**src/rtl/lut_layer_seq_ctrl.sv**
```systemverilog
// Sequencer that time-multiplexes one shared truth-table LUT path across all
// neurons of a layer, one evaluation per cycle, and gathers the results.
module lut_layer_seq_ctrl #(
  parameter int IN_W    = 64,
  parameter int NEURONS = 100,
  parameter int IDX_W   = 7,
  parameter int LUT_LAT = 1
) (
  input  logic               clk,
  input  logic               rst,
  input  logic               in_valid,
  output logic               in_ready,
  input  logic [IN_W-1:0]    in_vec,
  output logic [IN_W-1:0]    lat_vec,
  output logic               lut_issue,
  output logic [IDX_W-1:0]   lut_nidx,
  input  logic               lut_bit,
  output logic               out_valid,
  input  logic               out_ready,
  output logic [NEURONS-1:0] out_vec,
  output logic               busy
);

  typedef enum logic [1:0] {
    IDLE,
    ISSUE,
    DRAIN,
    HOLD
  } state_t;

  state_t             state;
  state_t             state_next;
  logic               accept;
  logic [IDX_W-1:0]   nidx;
  logic               nidx_last;

  // Return pipe mirrors the LUT latency so each result lands on its own bit.
  logic [LUT_LAT-1:0] pipe_v;
  logic [IDX_W-1:0]   pipe_idx [LUT_LAT];
  logic               ret_valid;
  logic [IDX_W-1:0]   ret_idx;
  logic               drain_pending;

  assign nidx_last = (nidx == IDX_W'(NEURONS - 1));
  assign lut_nidx  = nidx;
  assign ret_valid = pipe_v[LUT_LAT-1];
  assign ret_idx   = pipe_idx[LUT_LAT-1];

  always_ff @(posedge clk) begin
    if (rst) begin
      state <= IDLE;
    end else begin
      state <= state_next;
    end
  end

  // NOTE: every signal driven here gets a default first so no latch is inferred.
  always_comb begin
    state_next = state;
    in_ready   = (state == IDLE) && !rst;
    accept     = 1'b0;
    lut_issue  = 1'b0;
    out_valid  = 1'b0;
    busy       = (state != IDLE);
    case (state)
      IDLE: begin
        if (in_valid && in_ready) begin
          accept     = 1'b1;
          state_next = ISSUE;
        end
      end
      ISSUE: begin
        lut_issue = 1'b1;
        if (nidx_last) begin
          state_next = DRAIN;
        end
      end
      DRAIN: begin
        if (!drain_pending) begin
          state_next = HOLD;
        end
      end
      HOLD: begin
        out_valid = 1'b1;
        if (out_ready) begin
          state_next = IDLE;
        end
      end
      default: state_next = IDLE;
    endcase
  end

  // Leave DRAIN on the edge that retires the last return: only the output
  // stage may still be valid, so the earlier stages must all be empty.
  always_comb begin
    drain_pending = 1'b0;
    for (int k = 0; k < LUT_LAT - 1; k++) begin
      drain_pending = drain_pending | pipe_v[k];
    end
  end

  always_ff @(posedge clk) begin
    if (rst) begin
      nidx <= '0;
    end else if (accept) begin
      nidx <= '0;
    end else if (state == ISSUE && !nidx_last) begin
      nidx <= nidx + IDX_W'(1);
    end
  end

  always_ff @(posedge clk) begin
    if (rst) begin
      lat_vec <= '0;
    end else if (accept) begin
      lat_vec <= in_vec;
    end
  end

  always_ff @(posedge clk) begin
    if (rst) begin
      pipe_v <= '0;
    end else begin
      pipe_v[0] <= lut_issue;
      for (int k = 1; k < LUT_LAT; k++) begin
        pipe_v[k] <= pipe_v[k-1];
      end
    end
  end

  // NOTE: index entries are qualified by pipe_v, so they carry no reset.
  always_ff @(posedge clk) begin
    pipe_idx[0] <= nidx;
    for (int k = 1; k < LUT_LAT; k++) begin
      pipe_idx[k] <= pipe_idx[k-1];
    end
  end

  always_ff @(posedge clk) begin
    if (rst) begin
      out_vec <= '0;
    end else if (accept) begin
      out_vec <= '0;
    end else if (ret_valid) begin
      for (int i = 0; i < NEURONS; i++) begin
        if (ret_idx == IDX_W'(i)) begin
          out_vec[i] <= lut_bit;
        end
      end
    end
  end

endmodule

```
**config.mk**
```make
export PLATFORM = sky130hd
export DESIGN_NAME = lut_layer_seq_ctrl
export DESIGN_NICKNAME = d
export VERILOG_FILES = /design/src/rtl/lut_layer_seq_ctrl.sv
export SDC_FILE = /design/constraint.sdc
export NUM_CORES = 1
export LEC_CHECK = 0
export BUFFER_PORTS_ARGS = -buffer_cell sky130_fd_sc_hd__buf_4
export CAP_MARGIN = 20
export CORE_MARGIN = 3
export CORE_UTILIZATION = 30
export DETAILED_ROUTE_END_ITERATION = 10
export GPL_TIMING_DRIVEN = 0
export PLACE_DENSITY = 0.6
export SLEW_MARGIN = 20
export SYNTH_ARGS = -nofsm -noshare
export SYNTH_HDL_FRONTEND = slang
export SYNTH_SLANG_ARGS = --single-unit
```
**constraint.sdc**
```tcl
create_clock -name clk -period 4.3 [get_ports clk]
set_clock_uncertainty 0.2 [all_clocks]
set_input_delay 0.86 -clock clk [delete_from_list [all_inputs] [get_ports clk]]
set_output_delay 0.86 -clock clk [all_outputs]
set_load 0.005 [all_outputs]
```
; ---- Word level (Yosys, flattened, before mapping)
; Memory sizes are Yosys's and may differ from the RTL's.
; Index checks and enable logic that the tools add are counted.
[word_totals]
wordCells = 330
memories = 1
out_inout_bits = 175
ram_bits = 7
inputBits = 69
register_bits = 174
[mem_list]
columns = name, depth, width, rd, rd_clocked_by_memory_dff, wr, line_no
row1 = pipe_idx, 1, 7, 1, 0, 1, 39  ; logic [IDX_W-1:0] pipe_idx [LUT_LAT];
[op_classes]
n_eq_ne = 106
n_mux = 8
reduce_logical = 110
n_addsub = 1
[op_table]
columns = op, count
row1 = $eq A7 B7 Y1 const B, 37
row2 = $eq A7 B6 Y1 const B, 32
row3 = $reduce_and A2 Y1, 100
row4 = $eq A7 B5 Y1 const B, 16
row5 = $eq A7 B4 Y1 const B, 8
row6 = $eq A7 B3 Y1 const B, 4
row7 = $eq A7 B2 Y1 const B, 2
row8 = $pmux W2 S4, 1
row9 = $add A7 B1 Y7 const B, 1
row10 = $eq A7 B1 Y1 const B, 1
row11 = $logic_not A7 Y1, 1
row12 = $mux W2, 3
row13 = $eq A2 B2 Y1 const B, 2
row14 = $mux W1, 4
row15 = $ne A2 B2 Y1 const B, 2
row16 = $logic_and A1 B1 Y1, 3
row17 = $reduce_and A3 Y1, 1
row18 = $eq A2 B1 Y1 const B, 1
row19 = $logic_not A1 Y1, 2
row20 = $logic_not A2 Y1, 1
row21 = $ne A2 B1 Y1 const B, 1
row22 = $reduce_bool A2 Y1, 1
row23 = $reduce_or A2 Y1, 1

; ---- Longest topological paths before layout
; Gate-level depths: netlist (run 1).
[depth]
word_depth = 6
depth_mapped = 8

; ---- Least setup slack after synthesis (run 1)
; No wires, ideal clock.
[synth_timing]
kind = input -> output
from = in rst
to = out in_ready
arrival_ps = 1154
slack_ps = 2086
path_stages = 2
required_time_ps = 3240
path_buffers = 1
cell_sequence = clkbuf_1 -> nor2_1
[synth_between]
elab_chain_len = 2
[synth_lines]
columns = element, line_no
row1 = start: declaration, 10  ; input logic rst,
row2 = $logic_not A1 Y1, 60  ; in_ready = (state == IDLE) && !rst;
row3 = $logic_and A1 B1 Y1, 60
row4 = end: declaration, 12  ; output logic in_ready,
; No other way between the ends.

; ---- Final worst setup path (run 1)
[layout_timing]
from = reg state[0]
to = out in_ready
[layout_between]
elab_chain_len = 2
[layout_lines]
columns = element, line_no
row1 = start: declaration, 31  ; state_t state;
row2 = start signal: assignment, 53  ; state <= state_next;
row3 = $logic_not A2 Y1, 60
row4 = $logic_and A1 B1 Y1, 60
; No other way between the ends.

==> reports/metrics.cfg, run 1 <==
[status]
status = complete, no violations

[global_routing]
antenna_found_initial = 0
grt_pass1_vias = 6734
grt_max_degree = 19
grt_usage_pct = 17.8
overflow = 0
grt_pass1_wl_um = 36600

[synthesis]
synth_cells = 813
synth_edf_count = 0
synth_cell_types = 41
yosysWarnings = 0
synthArstFlopShare_pct = 0
yosysSeqAreaShare_pct = 51.1
syn_area_per_cell_sq_um = 8.72
netlist_area_sq_um = 7090
synth_ff_type = dfxtp_1
syn_nets = 887
ys_seq_elements = 181

[drt]
firstDrtPassIters = 4
ant_nets = 0
via_count = 6657
drc = 0
wl_per_cell_um = 16.4
routed_wl_um = 22900
drtIter0Drc = 339
vias_per_cell = 4.76

[cells_and_area]
final_common_cell = buf_4
layout-drive-gt1-share_pct = 28.6
nets = 1147
area_growth_pct = 39.4
final_cell_mix = buf_4, dfxtp_1, nand2_1, nand3_1, nor2_1
n_antenna_cell = 0

[sta]
slew_viol_final = 0
setup_tns_ns = 0
timing.final.crit_share_pct = 58.7
finalSetupViolations = 0
max_slew_margin_pct = 24.6
tightest_slew_ns = 1.13
min_period_ns = 2.52
final-hold-violation-count = 0
rsz0062_at_grt = no
fmax_ghz = 0.396

[pwr]
totalPowerFinal_mw = 4.35
p_sw_mw = 1.35
p_leak_nw = 4.11
power.density_nw_per_um2 = 440
power_frac_comb_pct = 19.6
peakVddDrop_mv = 0.252
power.internal_mw = 3.00
power.share.sequential_pct = 43.8
clkPwrFrac_pct = 36.6
p_sw_share_pct = 31.1

[floorplan]
core_sq_um = 22900
rows = 55
start_util_pct = 30.9
die_area_sq_um = 25500
chipHeight_um = 160
fp.dieW_um = 160
num_io_pins = 244

[critical_path]
worstPathMaxFanout = 5
critPathCaptureType = output pin
crit_type = reg -> out
cp.required_ns = 3.24
crit_arrival_ns = 1.46
start_kind = flop

[cts]
cts_resized = 0
cts_buffers = 17
postCtsSetupBuffers = 0
clk_transition_reported_paths_ns = 0.07
clock_latency_ns = 0.42
h-tree-depth = 4
cts-root-buf = clkbuf_16
cts_tree = done
clock_path_buffers = 2
cts.sinks = 181
ctsHoldBuffers = 0

[placement]
port_buffers = 241
place_hpwl_um = 17000
gp_congestion = 0.813

[flow_run]
max_cap_viol_count = 0

[worst_hold_path]
hp-class = reg -> reg

==> sequential cells by signal, indices dropped and copies added (netlist names) <==
register,flops
out_vec,100
lat_vec,64
lut_nidx,7
pipe_idx,7
state,2
pipe_v,1
==> logic make-up after synthesis <==
family,share of synthesized area [%]
DFF,51.1
AOI/OAI and AO/OA,12.3
buffers and inverters,4.94
muxes,5.51
xor gates and xnor gates,0.371
adders and majority gates,0.883
and+or+nand+nor,24.9
==> final timing paths <==
path                             startpoint             end  slack (ns)  depth (start not counted)
worst min register to register  lut_nidx[5]  pipe_idx[0][5]        0.21                          0
worst max register to register     state[0]     lut_nidx[6]        1.84                          8
worst max-delay path               state[0]        in_ready        1.78                          5
worst min-delay path            lut_nidx[5]  pipe_idx[0][5]        0.21                          0
==> area by class of cell <==
| type | instances | area [sq um] |
|---|---|---|
| plain buffers | 72 | 335 |
| clock buffers | 18 | 439 |
| clock inverters | 14 | 154 |
| fillers | 2324 | 13000 |
| inverters | 4 | 15.0 |
| multi-input cells | 556 | 3110 |
| flip-flops and latches | 181 | 3620 |
| well taps | 313 | 392 |
| repair buffers | 241 | 1810 |
==> through the flow <==
step | setup WS (ns) | instances | util [%] | cell area [sq um] | hold slack [ns]
global route | 1.59 | 1399 | 43.1 | 9880 | 0.235
detailed placement | 1.49 | 1367 | 40.5 | 9290 | 0.209
finish | 1.78 | 1399 | 43.1 | 9880 | 0.214
floorplan | 2.09 | 813 | - | 7090 | 0.183
global placement | 1.54 | 1367 | 40.5 | 9290 | 0.200
CTS | 1.75 | 1399 | 43.1 | 9880 | 0.218
==> cells in the mapped netlist (2+ instances only) <==
cell | number | share of area, %
nand2b_1 | 6 | 0.53
or3b_1 | 3 | 0.37
nor2_1 | 46 | 2.4
nor3_1 | 32 | 2.3
nor2b_1 | 4 | 0.35
dfxtp_1 | 181 | 51
nand3_1 | 97 | 6.9
o211ai_1 | 32 | 3.4
xor2_1 | 3 | 0.37
a21oi_1 | 35 | 2.5
nand3b_1 | 3 | 0.32
nor2_2 | 3 | 0.26
buf_6 | 4 | 0.64
inv_1 | 4 | 0.21
mux2i_1 | 39 | 5.5
clkbuf_1 | 42 | 2.2
o31ai_1 | 32 | 3.4
nand2_1 | 147 | 7.8
ha_1 | 5 | 0.88
nand4_1 | 7 | 0.62
nor3_2 | 9 | 1.3
buf_1 | 10 | 0.53
and3b_2 | 2 | 0.28
nor3b_1 | 4 | 0.42
o21ai_0 | 30 | 2.1
buf_2 | 13 | 0.92
or3_1 | 6 | 0.53
==> per-layer routing <==
metal	up-vias	track usage (%)	wire, um
li1	3355	-	-
met1	3037	21.9	9880
met2	238	28.5	10400
met3	27	6.93	2150
met4	0	6.09	494
met5	-	0	0
==> power by group through the flow <==
stage                     Combinational [mW]  Clock, mW  Sequential, mW
after floorplan                        0.421          0            1.93
after global placement                 0.861          0            1.93
after detailed placement               0.862          0            1.94
after CTS                              0.863       1.63            1.91
after global routing                   0.953       1.71            1.92
final                                  0.850       1.59            1.90
==> worst max-delay path, cell delays in order (launching register included) <==
cell and delay (ns):
dfxtp_1 0.39, inv_1 0.09, ha_1 0.27, inv_1 0.10
nor2_1 0.05, buf_4 0.15
No activity file was read; power rests on OpenSTA's default activity.
==> run 2: changes to the inputs <==
--- a/config.mk
+++ b/config.mk
@@ -11,7 +11,7 @@
 export CORE_UTILIZATION = 30
 export DETAILED_ROUTE_END_ITERATION = 10
 export GPL_TIMING_DRIVEN = 0
-export PLACE_DENSITY = 0.6
+export PLACE_DENSITY = 0.62
 export SLEW_MARGIN = 20
 export SYNTH_ARGS = -nofsm -noshare
 export SYNTH_HDL_FRONTEND = slang
==> constraint.sdc (replaced) <==
create_clock -name clk -period 2.3 [get_ports clk]
set_clock_uncertainty 0.2 [all_clocks]
set_input_delay 0.46 -clock clk [delete_from_list [all_inputs] [get_ports clk]]
set_output_delay 0.46 -clock clk [all_outputs]
set_load 0.005 [all_outputs]
==> reports/metrics.cfg, run 2 (synthesis results as in run 1) <==
[status]
status = complete, no violations  ; unchanged

[floorplan]
core_sq_um = 22900  ; unchanged
start_util_pct = 30.9  ; unchanged
chipHeight_um = 160  ; unchanged
die_area_sq_um = 25500  ; unchanged
num_io_pins = 244  ; unchanged
fp.dieW_um = 160  ; unchanged
rows = 55  ; unchanged

[global_routing]
grt_max_degree = 18  ; was 19
grt_pass1_wl_um = 36400  ; was 36600 um
overflow = 0  ; unchanged
grt_usage_pct = 17.7  ; was 17.8%
grt_pass1_vias = 6783  ; was 6734
antenna_found_initial = 0  ; unchanged

[drt]
drc = 0  ; unchanged
wl_met1_um = 9870  ; was 9880 um
drtIter0Drc = 320  ; was 339
wl_per_cell_um = 16.1  ; was 16.4 um
vias_per_cell = 4.78  ; was 4.76
routed_wl_um = 23100  ; was 22900 um
ant_nets = 0  ; unchanged
top_layer = met4  ; unchanged
firstDrtPassIters = 4  ; unchanged
met2WireLength_um = 10700  ; was 10400 um
dr_wl_met3_um = 2000  ; was 2150 um
via_count = 6833  ; was 6657

[cells_and_area]
final_core_util_pct = 44.4  ; was 43.1%
final_common_cell = buf_4  ; unchanged
area_growth_pct = 43.5  ; was 39.4%
n_antenna_cell = 0  ; unchanged
largestRegisters = out_vec: 100 flops, lat_vec: 64 flops  ; unchanged
fillers = 2264  ; was 2324
largest_reg_flops = 100  ; unchanged
layout-drive-gt1-share_pct = 28.7  ; was 28.6%
final_cell_mix = buf_4, dfxtp_1, nand2_1, nand3_1, nor2_1  ; unchanged
nets = 1178  ; was 1147
regMostFlops = out_vec  ; unchanged
final_cells = 1430  ; was 1399

[cts]
clock_path_buffers = 2  ; unchanged
cts-root-buf = clkbuf_16  ; unchanged
cts.sinks = 181  ; unchanged
clock_latency_ns = 0.42  ; about the same
postCtsSetupBuffers = 0  ; unchanged
cts_buffers = 17  ; unchanged
h-tree-depth = 4  ; unchanged
clk_transition_reported_paths_ns = 0.08  ; was 0.07 ns
cts_tree = done  ; unchanged

[pwr]
power_frac_comb_pct = 20.9  ; was 19.6%
p_sw_share_pct = 31.1  ; about the same
totalPowerFinal_mw = 7.98  ; was 4.35 mW
p_sw_mw = 2.48  ; was 1.35 mW
clkPwrFrac_pct = 34.5  ; was 36.6%
peakVddDrop_mv = 0.399  ; was 0.252 mV
p_leak_nw = 4.25  ; was 4.11 nW
power.density_nw_per_um2 = 784  ; was 440 nW/um^2
power.share.sequential_pct = 44.6  ; was 43.8%
power.internal_mw = 5.50  ; was 3.00 mW

[critical_path]
critPathCaptureType = output pin  ; unchanged
cp.required_ns = 1.64  ; was 3.24 ns
start_kind = flop  ; unchanged
r2r_slack_ns = 0.20  ; was 1.84 ns
worstPathMaxFanout = 5  ; unchanged
crit_arrival_ns = 1.46  ; about the same
crit_type = reg -> out  ; unchanged

[placement]
place_hpwl_um = 17100  ; was 17000 um
port_buffers = 241  ; unchanged
dp.cells = 1367  ; unchanged
gp_congestion = 0.811  ; was 0.813
place_ws_ns = -0.193  ; was 1.49 ns

[sta]
timing.final.crit_share_pct = 92.2
min_period_ns = 2.12
worst_slack_ns = 0.180  ; was 1.78 ns
tightest_slew_ns = 1.02  ; was 1.13 ns
fmax_ghz = 0.472
finalSetupViolations = 0  ; unchanged
final-hold-violation-count = 0  ; unchanged
max_slew_margin_pct = 32.0  ; was 24.6%
setup_tns_ns = 0  ; unchanged
slew_viol_final = 0  ; unchanged
rsz0062_at_grt = yes  ; was no

[flow_run]
max_cap_viol_count = 0  ; unchanged

[worst_hold_path]
hp-class = in -> reg  ; was reg -> reg

## run 2: cell type report
type,instances,area [sq um],area share (%)
sequential,181,3620,35.6
tap,313,392,3.85
clock inverter,14,118,1.16
multi-input combinational,556,3120,30.7
timing repair buffer,272,2120,20.8
inverter,4,15.0,0.148
buffer,72,354,3.48
clock buffer,18,429,4.22
## run 2: worst paths after layout
kind / startpoint / end / depth (start not counted)
min: in_vec[18] / lat_vec[18] / 3
max: state[0] / in_ready / 5
max reg2reg: state[1] / out_vec[74] / 8
min reg2reg: lut_nidx[5] / pipe_idx[0][5] / 0
## run 2: per-stage QoR
stage	cell area, sq um	hold slack [ns]
6_report	10200	0.0216
5_1_grt	10200	0.00514
4_1_cts	10200	0.000409
3_5_place_dp	9290	0.204
3_3_place_gp	9290	0.197
2_1_floorplan	7090	0.183
## run 2: repair_timing
item,in CTS,in global routing
hold buffers,31,0
setup endpoints to repair,81,82
resized for setup,8,11
endpoints found under the hold margin,31,0
## run 2: worst max-delay path, cell delays in order, from the launching register on
cell,delay (ns)
dfxtp_1,0.38
inv_1,0.08
ha_1,0.28
inv_1,0.10
nor2_1,0.05
buf_4,0.16
## run 2: per-layer routing
| layer | vias to the layer above | track usage (%) |
|---|---|---|
| met2 | 234 | 28.9 |
| met4 | 0 | 6.53 |
| met1 | 3148 | 21.5 |
| met3 | 27 | 6.51 |
| met5 | - | 0 |
| li1 | 3424 | - |
## run 2: power groups by stage
stage	combinational (mW)	sequential, mW	clock, mW
4_1_cts	1.67	3.56	2.85
3_3_place_gp	1.61	3.62	0
2_1_floorplan	0.786	3.61	0
5_1_grt	1.85	3.59	2.96
3_5_place_dp	1.61	3.62	0
6_report	1.67	3.56	2.75
==> run 3: changes to the inputs <==
--- a/config.mk
+++ b/config.mk
@@ -5,13 +5,16 @@
 export SDC_FILE = /design/constraint.sdc
 export NUM_CORES = 1
 export LEC_CHECK = 0
+export ABC_AREA = 1
 export BUFFER_PORTS_ARGS = -buffer_cell sky130_fd_sc_hd__buf_4
 export CAP_MARGIN = 20
 export CORE_MARGIN = 3
 export CORE_UTILIZATION = 30
+export CTS_BUF_LIST = sky130_fd_sc_hd__clkbuf_8
+export CTS_CLUSTER_SIZE = 14
 export DETAILED_ROUTE_END_ITERATION = 10
 export GPL_TIMING_DRIVEN = 0
-export PLACE_DENSITY = 0.62
+export PLACE_DENSITY = 0.63
 export SLEW_MARGIN = 20
 export SYNTH_ARGS = -nofsm -noshare
 export SYNTH_HDL_FRONTEND = slang
==> reports/metrics.cfg, run 3 <==
[status]
status = complete, no violations  ; unchanged

[floorplan]
core_sq_um = 22200  ; was 22900 sq um
die_area_sq_um = 24900  ; was 25500 sq um
start_util_pct = 31.1  ; was 30.9%
rows = 54  ; was 55
num_io_pins = 244  ; unchanged
chipHeight_um = 158  ; was 160 um
fp.dieW_um = 158  ; was 160 um

[worst_hold_path]
min_to = lat_vec[39]  ; was lat_vec[18]
hold_path_depth = 2  ; was 3
hp-start = in_vec[39]  ; was in_vec[18]
hp-class = in -> reg  ; unchanged

[synthesis]
synth_cell_types = 24  ; was 41
syn_nets = 918  ; was 887
synth_edf_count = 0  ; unchanged
synth_top_area_share_pct = 52.4  ; was 51.1%
synthTopCellsByArea = dfxtp_1, a32o_1, nand2_1  ; was dfxtp_1, nand2_1, nand3_1
ys_seq_elements = 181  ; unchanged
netlist_area_sq_um = 6920  ; was 7090 sq um
syn_area_per_cell_sq_um = 8.20  ; was 8.72 sq um
yosysWarnings = 0  ; unchanged
yosysSeqAreaShare_pct = 52.4  ; was 51.1%
synth_common_cells = dfxtp_1, nand2_1, nor2_1  ; was dfxtp_1, nand2_1, nand3_1
yosys.area.top_type = dfxtp_1  ; unchanged
synth_cells = 844  ; was 813
synthArstFlopShare_pct = 0  ; unchanged
synth_ff_type = dfxtp_1  ; unchanged
synth.most_common_cell = dfxtp_1  ; unchanged

[cells_and_area]
fillers = 2230  ; was 2264
final_cells = 1407  ; was 1430
final_area_sq_um = 9630  ; was 10200 sq um
layout-drive-gt1-share_pct = 27.8  ; was 28.7%
regMostFlops = out_vec  ; unchanged
final_cell_mix = buf_4, dfxtp_1, nand2_1, nor2_1, a21oi_1  ; was buf_4, dfxtp_1, nand2_1, nand3_1, nor2_1
area_growth_pct = 39.3  ; was 43.5%
n_antenna_cell = 0  ; unchanged
largest_reg_flops = 100  ; unchanged
largestRegisters = out_vec: 100 flops, lat_vec: 64 flops  ; unchanged
final_common_cell = buf_4  ; unchanged
nets = 1188  ; was 1178

[critical_path]
critPathCaptureType = output pin  ; unchanged
reg2reg_depth = 7  ; was 8
r2r-end = out_vec[42]  ; was out_vec[74]
crit_arrival_ns = 1.54  ; was 1.46 ns
cp.required_ns = 1.64  ; about the same
start_kind = flop  ; unchanged
crit_type = reg -> out  ; unchanged
max_stage_delay_ns = 0.38  ; about the same
path_common_cell = inv_1  ; unchanged
r2r_slack_ns = 0.21  ; was 0.20 ns
worstPathMaxFanout = 5  ; unchanged
regToRegStartpoint = state[0]  ; was state[1]
crit_path_cell_trace = inv_1 > ha_4 > inv_1 > nor2_4 > buf_8 > buf_4  ; was inv_1 > ha_1 > inv_1 > nor2_1 > buf_4
slowest_stage = dfxtp_2  ; was dfxtp_1

[cts]
clock_latency_ns = 0.46  ; was 0.42 ns
h-tree-depth = 4  ; unchanged
clock_path_buffers = 2  ; unchanged
cts.sinks = 181  ; unchanged
cts_buffers = 17  ; unchanged
cts-root-buf = clkbuf_8  ; was clkbuf_16
clk_transition_reported_paths_ns = 0.11  ; was 0.08 ns
cts_tree = done  ; unchanged

[sta]
timing.final.crit_share_pct = 95.6  ; was 92.2%
worst_slack_ns = 0.101  ; was 0.180 ns
finalSetupViolations = 0  ; unchanged
max_slew_margin_pct = 53.3  ; was 32.0%
tightest_slew_ns = 0.698  ; was 1.02 ns
final-hold-violation-count = 0  ; unchanged
whs_ns = 0.0392  ; was 0.0216 ns
min_period_ns = 2.20  ; was 2.12 ns
slew_viol_final = 0  ; unchanged
fmax_ghz = 0.455  ; was 0.472 GHz

[placement]
place_hpwl_um = 18600  ; was 17100 um
dpl_cell_area_sq_um = 9080  ; was 9290 sq um
place_ws_ns = -0.209  ; was -0.193 ns
port_buffers = 242  ; was 241
dp.cells = 1366  ; was 1367
gp_congestion = 0.877  ; was 0.811

[global_routing]
grt_pass1_vias = 6804  ; was 6783
grt_max_degree = 18  ; unchanged
overflow = 0  ; unchanged
grt_usage_pct = 19.4  ; was 17.7%
antenna_found_initial = 0  ; unchanged
grt_pass1_wl_um = 37600  ; was 36400 um

[drt]
via_count = 7113  ; was 6833
vias_per_cell = 5.06  ; was 4.78
firstDrtPassIters = 5  ; was 4
ant_nets = 0  ; unchanged
drtIter0Drc = 297  ; was 320
drc = 0  ; unchanged
wl_per_cell_um = 17.7  ; was 16.1 um
routed_wl_um = 24900  ; was 23100 um

[pwr]
peakVddDrop_mv = 0.404  ; was 0.399 mV
power.density_nw_per_um2 = 772  ; was 784 nW/um^2
p_leak_nw = 4.00  ; was 4.25 nW

[flow_run]
max_cap_viol_count = 0  ; unchanged

run 3: stage by stage:
stage / util, % / TNS, ns / power [mW]
after floorplan: - / 0 / 4.31
after global placement: 40.9 / -2.51 / 5.08
after detailed placement: 40.9 / -2.94 / 5.09
after CTS: 43.2 / -0.0680 / 7.47
after global routing: 43.3 / -0.00569 / 7.80
final: 43.3 / 0 / 7.44
run 3: kinds of logic after synthesis:
kind of cell,count (synthesis),share of synthesized area [%]
compound gates,184,18.0
fa+ha+maj,5,0.904
xor+xnor,2,0.253
flops,181,52.4
simple gates,379,23.0
buf+inv,93,5.50
run 3: routing by layer:
metal / global-route usage [%] / up-vias / part of all wire [%]
met5: 0 / - / 0
met4: 6.86 / 0 / 2.2
met3: 5.80 / 31 / 9.5
met2: 32.5 / 322 / 48
met1: 23.7 / 3321 / 41
li1: - / 3439 / -
run 3: worst max path at each step:
stage,from,end,depth (start not counted)
floorplan,state[0],lat_vec[10],6
global placement,state[0],out_vec[5],7
detailed placement,state[0],out_vec[1],7
CTS,state[0],in_ready,6
global route,state[0],in_ready,6
finish,state[0],in_ready,6
run 3: cell type report:
cell class / instances / area, sq um / share of cell area (%)
sequential: 181 / 3630 / 37.6
multi-input combinational: 570 / 2930 / 30.5
timing repair buffer: 251 / 1900 / 19.8
tap: 280 / 350 / 3.64
clock buffer: 19 / 262 / 2.71
buffer: 56 / 262 / 2.71
clock inverter: 13 / 158 / 1.64
inverter: 37 / 139 / 1.44
run 3: worst max-delay path: cells and delay by family (launching register included):
kind	cells	cell delay, ns
AND/OR/NAND/NOR	1	0.07
buffers and inverters	4	0.46
adder cells (fa/ha/maj)	1	0.17
flip-flops	1	0.38
run 3: repair_timing:
action	in CTS	in global routing
hold buffers	8	0
resized for setup	10	9
pin swaps	0	2
setup endpoints to repair	51	47
endpoints found under the hold margin	8	0
buffers inserted	0	1
run 3: where the power goes:
part,total [mW],internal (mW),switching (mW),leakage (nW)
sequential,3.55,3.38,0.166,1.47
clock,2.35,1.06,1.28,0.210
combinational,1.54,0.698,0.842,2.33
